**src/rtl/mem_arbiter_pkg.sv**
```systemverilog
// Shared types and constants for the two-requester main-memory arbiter.
// Owner encoding: 0 = instruction cache, 1 = data cache.
package mem_arbiter_pkg;

  localparam int unsigned MemAddressLen   = 32;
  localparam int unsigned IcacheLineWidth = 128;

  typedef enum logic [1:0] {
    ArbIdle    = 2'd0,
    ArbIssue   = 2'd1,
    ArbWait    = 2'd2,
    ArbDeliver = 2'd3
  } arb_state_e;

  typedef logic owner_t;

  localparam owner_t OwnI = 1'b0;
  localparam owner_t OwnD = 1'b1;

endpackage

```
**src/rtl/mem_arbiter_if.sv**
```systemverilog
// Cache-side and memory-side signals of the arbiter.
// The slave modport is the arbiter; master is the caches plus the memory model.
interface mem_arbiter_if import mem_arbiter_pkg::*; #(
  parameter int unsigned ADDR_W = MemAddressLen,
  parameter int unsigned LINE_W = IcacheLineWidth
) ();

  logic              i_req;
  logic [ADDR_W-1:0] i_addr;
  logic              i_ack;
  logic              i_rdy;
  logic [LINE_W-1:0] i_line;

  logic              d_req;
  logic              d_we;
  logic [ADDR_W-1:0] d_addr;
  logic [LINE_W-1:0] d_wdata;
  logic              d_ack;
  logic              d_rdy;
  logic [LINE_W-1:0] d_line;

  logic              mem_req;
  logic              mem_we;
  logic [ADDR_W-1:0] mem_addr;
  logic [LINE_W-1:0] mem_wdata;
  logic [LINE_W-1:0] mem_rdata;
  logic              mem_rdy;

  logic              busy;
  logic              grant_d;

  modport slave (
    input  i_req, i_addr, i_ack, d_req, d_we, d_addr, d_wdata, d_ack, mem_rdata, mem_rdy,
    output i_rdy, i_line, d_rdy, d_line, mem_req, mem_we, mem_addr, mem_wdata, busy, grant_d
  );

  modport master (
    output i_req, i_addr, i_ack, d_req, d_we, d_addr, d_wdata, d_ack, mem_rdata, mem_rdy,
    input  i_rdy, i_line, d_rdy, d_line, mem_req, mem_we, mem_addr, mem_wdata, busy, grant_d
  );

endinterface

```
**src/rtl/rr_arbiter2.sv**
```systemverilog
// Combinational two-way round-robin pick between the I and D requesters.
// On a tie the requester that did not own the port last wins.
module rr_arbiter2 import mem_arbiter_pkg::*; (
  input  logic   i_req,
  input  logic   d_req,
  input  owner_t last_owner,
  output logic   gnt_valid,
  output logic   gnt_d
);

  always_comb begin
    gnt_valid = i_req | d_req;
    gnt_d     = d_req & (~i_req | (last_owner == OwnI));
  end

endmodule

```
**src/rtl/mem_arbiter.sv**
```systemverilog
// Shares the single main-memory port between the iCache and dCache.
// One transaction at a time: grant, one-cycle command, wait for memory, hand back.
module mem_arbiter import mem_arbiter_pkg::*; #(
  parameter int unsigned ADDR_W = MemAddressLen,
  parameter int unsigned LINE_W = IcacheLineWidth
) (
  input logic          clk,
  input logic          reset,
  mem_arbiter_if.slave bus
);

  arb_state_e        state_q, state_d;
  owner_t            owner_q, owner_d;
  owner_t            last_q, last_d;
  logic              we_q, we_d;
  logic [ADDR_W-1:0] addr_q, addr_d;
  logic [LINE_W-1:0] wdata_q, wdata_d;
  logic [LINE_W-1:0] i_line_q, i_line_d;
  logic [LINE_W-1:0] d_line_q, d_line_d;
  logic              gnt_valid;
  logic              gnt_d;
  logic              owner_ack;

  rr_arbiter2 u_rr (
    .i_req      (bus.i_req),
    .d_req      (bus.d_req),
    .last_owner (last_q),
    .gnt_valid  (gnt_valid),
    .gnt_d      (gnt_d)
  );

  // Only the current owner's ack counts; the other side's ack is ignored.
  assign owner_ack = (owner_q == OwnD) ? bus.d_ack : bus.i_ack;

  always_comb begin
    state_d  = state_q;
    owner_d  = owner_q;
    last_d   = last_q;
    we_d     = we_q;
    addr_d   = addr_q;
    wdata_d  = wdata_q;
    i_line_d = i_line_q;
    d_line_d = d_line_q;
    unique case (state_q)
      ArbIdle: begin
        if (gnt_valid) begin
          state_d = ArbIssue;
          owner_d = gnt_d;
          if (gnt_d == OwnD) begin
            we_d    = bus.d_we;
            addr_d  = bus.d_addr;
            wdata_d = bus.d_wdata;
          end else begin
            we_d    = 1'b0;
            addr_d  = bus.i_addr;
            wdata_d = '0;
          end
        end
      end
      ArbIssue: state_d = ArbWait;
      ArbWait: begin
        if (bus.mem_rdy) begin
          state_d = ArbDeliver;
          // Write-backs leave both line registers untouched.
          if (!we_q) begin
            if (owner_q == OwnD) d_line_d = bus.mem_rdata;
            else                 i_line_d = bus.mem_rdata;
          end
        end
      end
      ArbDeliver: begin
        if (owner_ack) begin
          state_d = ArbIdle;
          last_d  = owner_q;
        end
      end
      default: state_d = ArbIdle;
    endcase
  end

  always_ff @(posedge clk or negedge reset) begin
    if (!reset) begin
      state_q  <= ArbIdle;
      owner_q  <= OwnI;
      last_q   <= OwnD;
      we_q     <= 1'b0;
      addr_q   <= '0;
      wdata_q  <= '0;
      i_line_q <= '0;
      d_line_q <= '0;
    end else begin
      state_q  <= state_d;
      owner_q  <= owner_d;
      last_q   <= last_d;
      we_q     <= we_d;
      addr_q   <= addr_d;
      wdata_q  <= wdata_d;
      i_line_q <= i_line_d;
      d_line_q <= d_line_d;
    end
  end

  // Every output is decoded from flops only.
  assign bus.busy      = (state_q != ArbIdle);
  assign bus.mem_req   = (state_q == ArbIssue);
  assign bus.i_rdy     = (state_q == ArbDeliver) && (owner_q == OwnI);
  assign bus.d_rdy     = (state_q == ArbDeliver) && (owner_q == OwnD);
  assign bus.grant_d   = owner_q;
  assign bus.mem_we    = we_q;
  assign bus.mem_addr  = addr_q;
  assign bus.mem_wdata = wdata_q;
  assign bus.i_line    = i_line_q;
  assign bus.d_line    = d_line_q;

endmodule

```
**src/flat_wrapper.sv**
```systemverilog
// flat-port wrapper written by rule: the top's interface ports become plain ports
module mem_arbiter_flat import mem_arbiter_pkg::*;
#(
  parameter int unsigned ADDR_W = MemAddressLen,
  parameter int unsigned LINE_W = IcacheLineWidth
)
  (clk, reset, bus_i_req, bus_i_addr, bus_i_ack, bus_d_req, bus_d_we, bus_d_addr, bus_d_wdata, bus_d_ack, bus_mem_rdata, bus_mem_rdy, bus_i_rdy, bus_i_line, bus_d_rdy, bus_d_line, bus_mem_req, bus_mem_we, bus_mem_addr, bus_mem_wdata, bus_busy, bus_grant_d);
  mem_arbiter_if #(.ADDR_W(ADDR_W), .LINE_W(LINE_W)) bus_i ();
  input logic clk;
  input logic reset;
  input wire logic [$bits(bus_i.i_req)-1:0] bus_i_req;
  input wire logic [$bits(bus_i.i_addr)-1:0] bus_i_addr;
  input wire logic [$bits(bus_i.i_ack)-1:0] bus_i_ack;
  input wire logic [$bits(bus_i.d_req)-1:0] bus_d_req;
  input wire logic [$bits(bus_i.d_we)-1:0] bus_d_we;
  input wire logic [$bits(bus_i.d_addr)-1:0] bus_d_addr;
  input wire logic [$bits(bus_i.d_wdata)-1:0] bus_d_wdata;
  input wire logic [$bits(bus_i.d_ack)-1:0] bus_d_ack;
  input wire logic [$bits(bus_i.mem_rdata)-1:0] bus_mem_rdata;
  input wire logic [$bits(bus_i.mem_rdy)-1:0] bus_mem_rdy;
  output wire logic [$bits(bus_i.i_rdy)-1:0] bus_i_rdy;
  output wire logic [$bits(bus_i.i_line)-1:0] bus_i_line;
  output wire logic [$bits(bus_i.d_rdy)-1:0] bus_d_rdy;
  output wire logic [$bits(bus_i.d_line)-1:0] bus_d_line;
  output wire logic [$bits(bus_i.mem_req)-1:0] bus_mem_req;
  output wire logic [$bits(bus_i.mem_we)-1:0] bus_mem_we;
  output wire logic [$bits(bus_i.mem_addr)-1:0] bus_mem_addr;
  output wire logic [$bits(bus_i.mem_wdata)-1:0] bus_mem_wdata;
  output wire logic [$bits(bus_i.busy)-1:0] bus_busy;
  output wire logic [$bits(bus_i.grant_d)-1:0] bus_grant_d;
  assign bus_i.i_req = bus_i_req;
  assign bus_i.i_addr = bus_i_addr;
  assign bus_i.i_ack = bus_i_ack;
  assign bus_i.d_req = bus_d_req;
  assign bus_i.d_we = bus_d_we;
  assign bus_i.d_addr = bus_d_addr;
  assign bus_i.d_wdata = bus_d_wdata;
  assign bus_i.d_ack = bus_d_ack;
  assign bus_i.mem_rdata = bus_mem_rdata;
  assign bus_i.mem_rdy = bus_mem_rdy;
  assign bus_i_rdy = bus_i.i_rdy;
  assign bus_i_line = bus_i.i_line;
  assign bus_d_rdy = bus_i.d_rdy;
  assign bus_d_line = bus_i.d_line;
  assign bus_mem_req = bus_i.mem_req;
  assign bus_mem_we = bus_i.mem_we;
  assign bus_mem_addr = bus_i.mem_addr;
  assign bus_mem_wdata = bus_i.mem_wdata;
  assign bus_busy = bus_i.busy;
  assign bus_grant_d = bus_i.grant_d;
  mem_arbiter #(.ADDR_W(ADDR_W), .LINE_W(LINE_W)) u_core (.clk(clk), .reset(reset), .bus(bus_i));
endmodule
```
**config.mk**
```make
export PLATFORM = sky130hd
export DESIGN_NAME = mem_arbiter_flat
export DESIGN_NICKNAME = d
export VERILOG_FILES = /design/src/rtl/mem_arbiter_pkg.sv /design/src/rtl/mem_arbiter_if.sv /design/src/rtl/rr_arbiter2.sv /design/src/rtl/mem_arbiter.sv /design/src/flat_wrapper.sv
export SDC_FILE = /design/constraint.sdc
export NUM_CORES = 1
export LEC_CHECK = 0
export ABC_AREA = 1
export ABC_CLOCK_PERIOD_IN_PS = 1760
export CORE_AREA = 2 2 292 294
export DETAILED_ROUTE_END_ITERATION = 6
export DIE_AREA = 0 0 294 296
export SETUP_SLACK_MARGIN = 0.1
export SLEW_MARGIN = 15
export SYNTH_ARGS = -nofsm -noshare
export SYNTH_HDL_FRONTEND = slang
export SYNTH_HIERARCHICAL = 1
export SYNTH_SLANG_ARGS = --single-unit
```
**constraint.sdc**
```tcl
create_clock -name clk -period 1.76 [get_ports clk]
set_input_delay 0.176 -clock clk [delete_from_list [all_inputs] [get_ports clk]]
set_output_delay 0.176 -clock clk [all_outputs]
set_load 0.02 [all_outputs]
```
======== Word level (Yosys, flattened, before mapping) ========
Cells that the tools add are included.
W data, S select, Z words.
storage, ports and cells
  bits in registers ....................... 421
  output and inout bits ................... 422
  bits of input ports ..................... 328
  logic and storage cells ................. 38
cells by class
  equality and inequality tests ........... 6
  multiplexer cells ....................... 8
  bitwise logic cells ..................... 7
  reductions and logical operators ........ 9
operators by type and width
  kind                  number
  $mux W128             1
  $mux W32              1
  $pmux W2 S4           1
  $reduce_and A4 Y1     2
  $mux W2               3
  $eq A2 B2 Y1 const B  2
  $ne A2 B1 Y1 const B  2
  $not A1 Y1            4
  $reduce_and A2 Y1     2
  $reduce_and A3 Y1     1
  $eq A2 B1 Y1 const B  1
  $logic_and A1 B1 Y1   2
  $logic_not A2 Y1      1
  $mux W1               2
  $ne A2 B2 Y1 const B  1
  $or A1 B1 Y1          2
  $reduce_bool A2 Y1    1
  $and A1 B1 Y1         1

======== Longest topological paths before layout ========
  depth in word-level cells ............... 4
  mapped depth ............................ 9
  gate-level depth less buffers ........... 8

======== By module ========
Netlist, hierarchy kept.
by module, submodules not included
  module       seq. area each (um^2)  instances  cells an instance  area an instance (um^2)
  mem_arbiter  10536.4                1          1727               16236.8
  rr_arbiter2  0.0                    1          3                  15.0

======== Worst setup path after synthesis ========
OpenSTA, ideal clock, no wires.
  path kind ............................... reg-to-reg
  start ................................... reg u_core.state_q[0]
  end ..................................... reg u_core.wdata_q[118], in the netlist u_core/bus.mem_wdata[118]
  arrival ................................. 1.374 ns
  library setup time ...................... 0.132 ns
  period minus slack after synthesis ...... 1.506 ns
  buffers on the path ..................... 4
  stages on the path, launching flop included .. 10
  slack ................................... 0.254 ns
  required time ........................... 1.628 ns
  cells stage by stage .................... dfrtp_1 inv_1 ha_1 nand2_2 buf_6 buf_6 buf_6 buf_6 nand2_1 o21ai_1
between the ends
  cells in the longest elaborated chain, start to end .. 2
ends and longest elaborated chain
  what                                line               text
  start: declaration                  mem_arbiter.sv:12  arb_state_e state_q, state_d;
  start signal: assignment            mem_arbiter.sv:83  state_q <= ArbIdle;
  start signal: assignment            mem_arbiter.sv:92  state_q <= state_d;
  $logic_not A2 Y1                    mem_arbiter.sv:44  unique case (state_q)
  $reduce_and A2 Y1 (no source line)  --
  end signal: assignment              mem_arbiter.sv:97  wdata_q <= wdata_d;
  end: declaration                    mem_arbiter.sv:17  logic [LINE_W-1:0] wdata_q, wdata_d;
Every way passes these cells.
A chain may end at the register's enable or synchronous reset.

======== Final worst setup path ========
  start ................................... reg u_core.state_q[0]
  end ..................................... out bus_d_rdy
between the ends
  cells in the longest elaborated chain, start to end .. 2
ends and longest elaborated chain
  what                 line                text
  $eq A2 B2 Y1         mem_arbiter.sv:107  assign bus.d_rdy = (state_q == ArbDeliver) && (owner_q == OwnD);
  $logic_and A1 B1 Y1  mem_arbiter.sv:107
  end: declaration     flat_wrapper.sv:23  output wire logic [$bits(bus_i.d_rdy)-1:0] bus_d_rdy;
Every way passes these cells.

==> run summary <==
Met3 usage: 4.332%
Root Buffer Master: clkbuf_16
Post-synth top area share: 64.67%
Worst Setup Path Type: flop to output pin
Routability cong.: 0.8052
CTS tree: yes
Vias in the first global route: 14320
Die height: 296 um
Routed WL: 59.96 mm
Mapped Area: 16250 um2
# setup viols final: 0
CP startpoint kind: flop
Starting Density: 19.30%
Post-synthesis sequential area ratio: 64.83%
Final Skew: 0.02611 ns
Hold Crit Start: bus_d_wdata[115]
Antenna violations before repair: 3
Synthesis Warnings: 6
Max-cap violation count: 0
Clock transition at path regs: 0.06 ns
Synth Register Bits: 421
TritonRoute pass-1 iters: 5
Clock period minus worst slack: 1.697 ns
GRT Residual Overflow: 0
FF-to-FF End: u_core/bus.mem_addr[15]
Final design instance area without fill: 26690 um2
Fmax: 589.2 MHz
Area after DPL: 25490 um2
Core box area: 84210 um2
H-tree levels: 2
Io pins: 750
Critical-path top delay cell: dfrtp_1
Worst min-delay path endpoint: u_core/bus.mem_wdata[115]
DR vias: 14320
Wire length per cell: 16.51 um
Row count: 107
Starting DRT DRC Count: 674
Synth area leaders: dfrtp_1 (65%), nand2_1 (13%), o21ai_0 (9.0%), inv_1 (3.2%), o21ai_1 (2.9%)
Die X-Extent: 294 um
Layout cells sized above 1: 7.362%
Outcome: completed
Avg Inst Size Synth: 9.394 um2
Max Root-Sink Buffers: 3
NumNets Final: 2834
Tightest Pin Transition: 0.5505 ns
Filler cells: 8830
Final hold violation count: 0
Total die area: 87020 um2
Critical Path Most Common Cell: buf_6
WHS Path Cells: 3
Worst endpoint required time: 1.58 ns
Synth area leader: dfrtp_1
Clock sinks: 421
Worst reg-to-reg setup slack: 0.10 ns
Reg2reg path depth: 7
R2r startpoint: u_core/state_q[1]
Largest net degree at the start of global routing: 93
Post-route antenna net violation count: 0
Critical path cell sequence: buf_6 > ha_4 > nand2_2 > inv_2 > buf_6
Max-slew violations: 0
Pwr Total: 46.54 mW
Power Density: 1744 nW/um2
Slowest stage delay, CP: 0.42 ns
Vias per Instance: 3.944
Critical Path End Type: output pin
Final HPWL DP: 45.84 mm
RSZ-0062 raised after global routing: yes
Syn nets: 2062
Total clock buffers created by CTS: 48
Worst relative slew slack: 63.30%
Pleak: 13.35 nW
Crit path DAT: 1.52 ns
Max VDD drop: 829.0 uV
Remaining DRCs: 0
Global routing's busiest layer: met2
Met2 Resource Use GR: 22.63%
Tcrit/Tclk final: 96.43%
CP max FO: 3
GRT met1 Usage: 15.37%
PortBufs: 749
Overall Global Routing Usage: 13.18%
Synth-to-Final Area Change: 64.25%
Hold/Removal Path Class: primary input to flop
Clock latency on the worst-skew pair: 0.58 ns
First-pass GRT wire length: 88.67 mm
Netlist cell types: 21
Post-synthesis cell count: 1730
metal layers:
layer	up-vias	part of all wire, %	wire (um)
li1	7059	-	-
met5	-	0	0
met1	6611	39	23680
met2	567	48	29070
met4	0	3.2	1902
met3	86	8.9	5309
how the worst max path moves through the flow:
stage	from	end	cells past startpoint
floorplan	u_core/state_q[0]	u_core/bus.mem_wdata[118]	9
global placement	bus_mem_rdy	u_core/bus.i_line[92]	9
detailed placement	bus_mem_rdy	u_core/bus.i_line[10]	8
CTS	u_core/state_q[0]	bus_busy	4
global route	u_core/state_q[0]	bus_d_rdy	5
finish	u_core/state_q[0]	bus_d_rdy	5
final cells by class:
class / instances / area [um2] / area share, %
Clock inverter: 11 / 116.4 / 0.4359
Sequential cell: 421 / 10540 / 39.49
Tap cell: 1090 / 1364 / 5.109
Inverter: 140 / 529.3 / 1.983
Clock buffer: 77 / 1453 / 5.442
Antenna cell: 2 / 5.005 / 0.01875
Timing Repair Buffer: 834 / 7998 / 29.96
Multi-Input combinational cell: 1057 / 4687 / 17.56
cell usage in the layout (no fill, tap or decap), types with 3 or more instances in the layout:
master / synthesis / routed
dfrtp_1: 420 / 416
nand2_1: 558 / 557
clkdlybuf4s50_1: 0 / 326
nand3_1: 5 / 3
buf_12: 0 / 29
dfrtp_2: 0 / 4
clkbuf_1: 38 / 17
o21ai_0: 293 / 293
clkbuf_16: 0 / 50
clkinv_2: 1 / 9
ha_4: 0 / 3
inv_1: 139 / 134
o21ai_1: 94 / 94
a21oi_1: 65 / 64
nor2_1: 34 / 33
clkbuf_8: 0 / 10
dlygate4sd2_1: 0 / 414
buf_4: 1 / 55
inv_2: 0 / 4
buf_6: 14 / 5
clkdlybuf4s15_2: 0 / 3
logic make-up after synthesis:
family	count (synthesis)	share of synthesized area (%)
AND/OR/NAND/NOR	600	13.94
AO/OA/AOI/OAI	453	13.97
flip-flops	421	64.83
buffers and inverters	252	6.944
adder cells (fa/ha/maj)	4	0.3080
registers in the layout, summed over array words and instances, names as in the netlist:
name / cells
u_core/bus.d_line: 128
u_core/bus.i_line: 128
u_core/bus.mem_wdata: 128
u_core/bus.mem_addr: 32
u_core/state_q: 2
u_core/bus.grant_d: 1
u_core/bus.mem_we: 1
u_core/last_q: 1
per-stage QoR:
stage | std cells | setup WS [ns] | util [%] | hold slack [ns] | TNS, ns
3_5_place_dp | 3533 | -0.08573 | 30.28 | 0.1610 | -3.687
5_1_grt | 3631 | -0.002196 | 31.70 | 0.1206 | -0.002196
2_1_floorplan | 1730 | 0.2540 | - | -0.1196 | 0
6_report | 3632 | 0.06290 | 31.70 | 0.1363 | 0
3_3_place_gp | 3533 | -0.01435 | 30.28 | 0.1637 | -0.08891
4_1_cts | 3627 | -0.09500 | 31.63 | 0.08454 | -1.887
power breakdown:
| group | total [mW] | leakage (nW) | internal, mW | switching, mW |
|---|---|---|---|---|
| Combinational | 20.3 | 7.24 | 7.73 | 12.6 |
| Sequential | 16.3 | 5.33 | 14.0 | 2.33 |
| Clock | 9.94 | 0.775 | 5.92 | 4.02 |
cells in the mapped netlist:
| cell type | instances |
|---|---|
| dfstp_2 | 1 |
| nand2_2 | 1 |
| buf_2 | 54 |
| nand3_1 | 5 |
| o21ai_1 | 94 |
| clkbuf_1 | 38 |
| or2_2 | 1 |
| nor2_1 | 34 |
| ha_1 | 4 |
| nand2_1 | 558 |
| clkbuf_2 | 4 |
| o21ai_2 | 1 |
| buf_1 | 1 |
| clkinv_2 | 1 |
| o21ai_0 | 293 |
| buf_4 | 1 |
| a21oi_1 | 65 |
| inv_1 | 139 |
| buf_6 | 14 |
| dfrtp_1 | 420 |
| or2_1 | 1 |
worst max-delay path, delay by kind of cell, from the launching register on:
family	cells	cell delay, ns
adders and majority gates	1	0.17
buffers and inverters	3	0.30
DFF	1	0.42
and+or+nand+nor	1	0.07
what timing repair did:
action	4_1_cts	5_1_grt
buffers inserted	5	3
hold buffers	1	0
endpoints found under the hold margin	265	0
endpoints found under the setup margin	664	259
resized for setup	451	14
pin swaps	1	2
(Power assumes the default switching activity.)
==> RTL edit 1 (config.mk and constraints unchanged) <==
Set the package constant `MemAddressLen` to 16 (it was 32).
--- a/src/rtl/mem_arbiter_pkg.sv
+++ b/src/rtl/mem_arbiter_pkg.sv
@@ -4,3 +4,3 @@
 
-  localparam int unsigned MemAddressLen   = 32;
+  localparam int unsigned MemAddressLen   = 16;
   localparam int unsigned IcacheLineWidth = 128;
Ports: changed (resized bus_d_addr, bus_i_addr and bus_mem_addr); port bits go from 750 to 702. No check against the original RTL was run, so the function may have changed too.
==> RTL edit 1 against the original RTL <==
Sequential cell count is 16 lower; clock skew shrank 0.0099 ns; total power shrank 3.7%; worst setup slack better by 0.038 ns; wire length down 8.6%; design area shrank 4.4%; area after synthesis fell by 3.5%.
==> RTL edit 1: results (changes against the original RTL) <==
| Metric | Value |
|---|---|
| Initial antenna violation count | `1 (-2)` |
| Fill cells | `8924 (+1.1%)` |
| Synth cell types | `23 (+9.5%)` |
| N_diodes | `0 (-2)` |
| Worst slew pin tran | `0.537 ns (-0.0133 ns)` |
| Critical Path Fanout Max | `4 (+1)` |
| Share of cells above drive strength 1 | `0.0809 (+0.00726)` |
| Synth Area in Adders | `0.00319 (+0.000111)` |
| Routed vias | `13600 (-5.3%)` |
| Post-synth top cells | `nand2_1 (542), dfrtp_1 (404), o21ai_0 (230), o21ai_1 (158), inv_1 (138)` |
| Pre-CTS setup slack | `0.0103 ns (+0.0960 ns)` |
| Sequential fraction of the synthesis area | `0.646 (-0.00220)` |
| DRT iter0 DRCs | `627 (-7.0%)` |
| Worst-path clk slew | `0.06 ns (about the same)` |
| Leakage | `12.8 nW (-3.8%)` |
| First-pass DRT Iterations | `4 (-1)` |
| Placer Congestion | `0.800 (-0.70%)` |
| Top post-synthesis cells by area | `dfrtp_1 (64%), nand2_1 (13%), o21ai_0 (7.3%)` |
| Gr usage total | `0.119 (-0.0129)` |
| Worst-Skew Late Latency | `0.58 ns (about the same)` |
| Async SR Flop Fraction | `1.00 (unchanged)` |
| Htree depth | `2 (unchanged)` |
| Critical Path Max Stage Delay | `0.42 ns (about the same)` |
| Clk buf depth | `3 (unchanged)` |
| Area fraction in compound gates after synthesis | `0.137 (-0.00303)` |
| Clock buffer count from CTS | `47 (-2.1%)` |
| Status | `finished, final reports clean` |
| Drt total wl | `54800 um (-8.6%)` |
| Crit path max-delay cell type | `dfrtp_1` |
| WP data arrival | `1.48 ns (-0.04 ns)` |
| Peak supply drop | `796 uV (-4.0%)` |
| Global-route wire length before repair | `80800 um (-8.8%)` |
| Nets | `2674 (-5.6%)` |
| Worst hold-check path type | `in -> reg` |
| Synth Warn # | `6 (unchanged)` |
| Placed cell areas | `24300 um2 (-4.5%)` |
| Largest net degree at the start of global routing | `99 (+6.5%)` |
| Post-synth net total | `1942 (-5.8%)` |
| Switching power | `18.0 mW (-4.7%)` |
| DP HPWL | `41600 um (-9.3%)` |
| Final hold violation count | `0 (unchanged)` |
| IO Port Bufs | `701 (-6.4%)` |
| Top_reg_cell synth | `dfrtp_1` |
| Layout Skew | `0.0162 ns (-0.00988 ns)` |
[RTL edit 1: cell types whose count changed in the layout (fill, tap and decap cells not counted), moves of 8 or more]
cell / before / now
o21ai_1: 94 / 158
o21ai_0: 293 / 230
a21oi_1: 64 / 22
clkdlybuf4s50_1: 326 / 294
nor2_1: 33 / 16
nand2_1: 557 / 541
dlygate4sd2_1: 414 / 400
dfrtp_1: 416 / 403
a21oi_2: 0 / 10
buf_4: 55 / 65
buf_12: 29 / 21
[RTL edit 1: routing by layer]
layer / track usage / routed length [um] / vias to the layer above
li1: - / - / 6693
met1: 0.138 / 21900 / 6288
met2: 0.209 / 26900 / 504
met3: 0.0340 / 4360 / 84
met4: 0.0407 / 1600 / 0
met5: 0 / 0 / -
[RTL edit 1: cell type report]
type	count	area, um2	area share
Timing Repair Buffer	787	7450	0.292
Multi-Input combinational cell	993	4450	0.174
Clock buffer	71	1380	0.0540
Clock inverter	15	218	0.00853
Sequential cell	405	10100	0.397
Tap cell	1090	1360	0.0534
Inverter	140	528	0.0207
[RTL edit 1: kinds of logic after synthesis]
logic type | Yosys count
compound gates | 421
fa+ha+maj | 4
buf+inv | 244
flops | 405
simple gates | 568
[RTL edit 1: tightest hold or removal path, cell delays in order]
cell	delay, ns
clkdlybuf4s50_1	0.39
inv_1	0.06
o21ai_1	0.06
[RTL edit 1: stage by stage]
step / utilization / instances
6_report: 0.303 / 3501
5_1_grt: 0.303 / 3501
4_1_cts: 0.303 / 3501
3_5_place_dp: 0.289 / 3412
3_3_place_gp: 0.289 / 3412
2_1_floorplan: - / 1642
[RTL edit 1: power by group through the flow]
stage | registers (mW) | logic [mW] | clock network [mW]
6_report | 15.6 | 19.1 | 10.1
5_1_grt | 16.1 | 20.8 | 10.8
2_1_floorplan | 20.5 | 5.55 | 0
4_1_cts | 15.6 | 19.4 | 10.5
3_3_place_gp | 15.8 | 21.8 | 0
3_5_place_dp | 15.8 | 22.0 | 0
[RTL edit 1: worst paths after layout]
path	end	slack, ns	cells past startpoint	startpoint
worst max-delay path	bus_busy	0.10	4	u_core/state_q[0]
worst min-delay path	u_core/bus.d_line[52]	0.16	3	bus_mem_rdata[52]
worst max register to register	u_core/bus.i_line[52]	0.12	5	u_core/state_q[1]
worst min register to register	u_core/bus.mem_wdata[73]	0.48	2	u_core/bus.mem_wdata[73]
max in group asynchronous	u_core/bus.mem_wdata[4]	0.80	3	reset
min in group asynchronous	u_core/bus.mem_wdata[125]	0.19	2	reset
[RTL edit 1: timing repair]
action                                  in CTS  in global routing
pin swaps                                    2                  0
buffers inserted                             2                  0
hold endpoints to repair                   259                  0
hold buffers                                 1                  0
endpoints found under the setup margin     509                 41
resized for setup                          439                  3
==> RTL edit 2 (same settings) <==
Made on the original files. Re-encode `arb_state_e` (4 states) as one-hot, 4 bits wide.
--- a/src/rtl/mem_arbiter_pkg.sv
+++ b/src/rtl/mem_arbiter_pkg.sv
@@ -7,7 +7,7 @@
 
-  typedef enum logic [1:0] {
-    ArbIdle    = 2'd0,
-    ArbIssue   = 2'd1,
-    ArbWait    = 2'd2,
-    ArbDeliver = 2'd3
+  typedef enum logic [3:0] {
+    ArbIdle    = 4'b0001,
+    ArbIssue   = 4'b0010,
+    ArbWait    = 4'b0100,
+    ArbDeliver = 4'b1000
   } arb_state_e;
Behaviour: same outputs for any inputs over 4 cycles, from zero or initial values and one cycle with reset low; so few cycles prove little.
==> RTL edit 2 against the original RTL <==
The flow now finishes with violations (negative setup slack); combinational power increased by 19%; critical path type is now reg -> reg; total power is 10% higher; worst setup slack got worse by 0.16 ns; wire length up 17%; cell count is 4.4% higher; register-to-register slack got worse by 0.20 ns; sequential cell count up 2; largest cell class unchanged; area after synthesis rose by 11%; design area is 11% higher; clock power rose by 9.7%; sequential share of layout area fell by 3.7 points.
==> RTL edit 2: results (changes against the original RTL) <==
| Metric | Value |
|---|---|
| Initial antenna violation count | `5 (+2)` |
| Final setup vio count | `125 (+125)` |
| Finished Layout Cells | `3793 (+4.4%)` |
| Routed vias | `15700 (+9.9%)` |
| Post-synth net total | `2149 (+4.2%)` |
| R2R cell count | `12 (+5)` |
| Gr usage total | `0.150 (+0.0179)` |
| Switching power | `21.1 mW (+12%)` |
| Uppermost routed layer | `met5` |
| Crit-path leading delay family | `buffers and inverters` |
| Peak supply drop | `1170 uV (+42%)` |
| First-pass DRT Iterations | `5 (unchanged)` |
| DP HPWL | `50800 um (+11%)` |
| Post-synth top cells | `nand2_1 (496), dfrtp_1 (421), o21ai_2 (216), inv_1 (170), o21ai_0 (143)` |
| Setup crit start | `u_core/state_q[0]` |
| Nets | `2989 (+5.5%)` |
| Leakage | `15.4 nW (+15%)` |
| Placed cell areas | `27200 um2 (+6.7%)` |
| Status | `complete, but fails checks` |
| DRT iter0 DRCs | `834 (+24%)` |
| Sequential fraction of the synthesis area | `0.589 (-0.0589)` |
| Failing checks | `negative setup slack` |
| Placer Congestion | `0.831 (+3.2%)` |
| Worst hold-check path type | `in -> async` |
| Met3 wire len | `5310 um (about the same)` |
| M1 WL | `28800 um (+22%)` |
| Global-route wire length before repair | `99700 um (+12%)` |
| Area fraction in compound gates after synthesis | `0.171 (+0.0316)` |
| WS Path Type | `reg -> reg` |
| Clock buffer count from CTS | `50 (+4.2%)` |
| Total combinational power | `24.2 mW (+19%)` |
| Synth Area in Adders | `0 (-0.00308)` |
| Starting Density | `0.213 (+0.0203)` |
| WL met2 | `34200 um (+18%)` |
| Avg Cell Area, Syn | `9.86 um2 (+5.0%)` |
| Met2 GRT Util | `0.254 (+0.0273)` |
| Met3 usage | `0.0409 (-0.00240)` |
| Htree depth | `2 (unchanged)` |
| Critical Path Max Stage Delay | `0.54 ns (+0.12 ns)` |
| Most common cell after layout, fill and taps aside | `nand2_1` |
| Async SR Flop Fraction | `1.00 (unchanged)` |
| WP data arrival | `2.38 ns (+0.86 ns)` |
| Share of cells above drive strength 1 | `0.204 (+0.130)` |
| Largest net degree at the start of global routing | `96 (+3.2%)` |
| Layout Skew | `0.0166 ns (-0.00950 ns)` |
| Routed len/inst | `18.5 um (+12%)` |
| IO Port Bufs | `749 (unchanged)` |
| PostCTS Resize Cnt | `530 (+18%)` |
| Switch share | `0.412 (+0.00464)` |
| Top post-synthesis cells by area | `dfrtp_1 (59%), o21ai_2 (11%), nand2_1 (10%)` |
| Post-CTS setup buffer count | `16 (+11)` |
| Final WS setup | `-0.0969 ns (-0.160 ns)` |
| R2R Path End | `u_core/bus.mem_wdata[113]` |
| Worst reg-to-reg setup slack | `-0.1 ns (-0.20 ns)` |
| Crit path max-delay cell type | `dfstp_2` |
| GR met1 Demand/Resource | `0.185 (+0.0317)` |
| Worst slew pin tran | `0.526 ns (-0.0246 ns)` |
| Cell count after placement | `3661 (+3.6%)` |
| Critical Path Fanout Max | `5 (+2)` |
RTL edit 2: changes by cell type in the layout (fill, tap and decap cells not counted), sizes merged, moves of 34 or more:
cell	delta
buf	+76
inv	+34
o21ai	+64
nand3	+130
a21oi	-64
nand2	-63
RTL edit 2: area by class of cell:
type / count / area, um2
Inverter: 172 / 648
Clock buffer: 74 / 1480
Multi-Input combinational cell: 1096 / 6090
Tap cell: 1090 / 1360
Sequential cell: 423 / 10600
Timing Repair Buffer: 918 / 9140
Clock inverter: 18 / 250
Fill cell: 8613 / 54600
Antenna cell: 2 / 5.00
RTL edit 2: stage by stage:
step | setup TNS (ns) | hold WS, ns | setup slack, ns
6_report | -3.95 | 0.131 | -0.0969
5_1_grt | -15.95 | 0.117 | -0.163
4_1_cts | -7.03 | 0.0792 | -0.0974
3_5_place_dp | -0.407 | 0.166 | -0.0440
3_3_place_gp | -0.519 | 0.163 | -0.0466
2_1_floorplan | 0 | -0.120 | 0.346
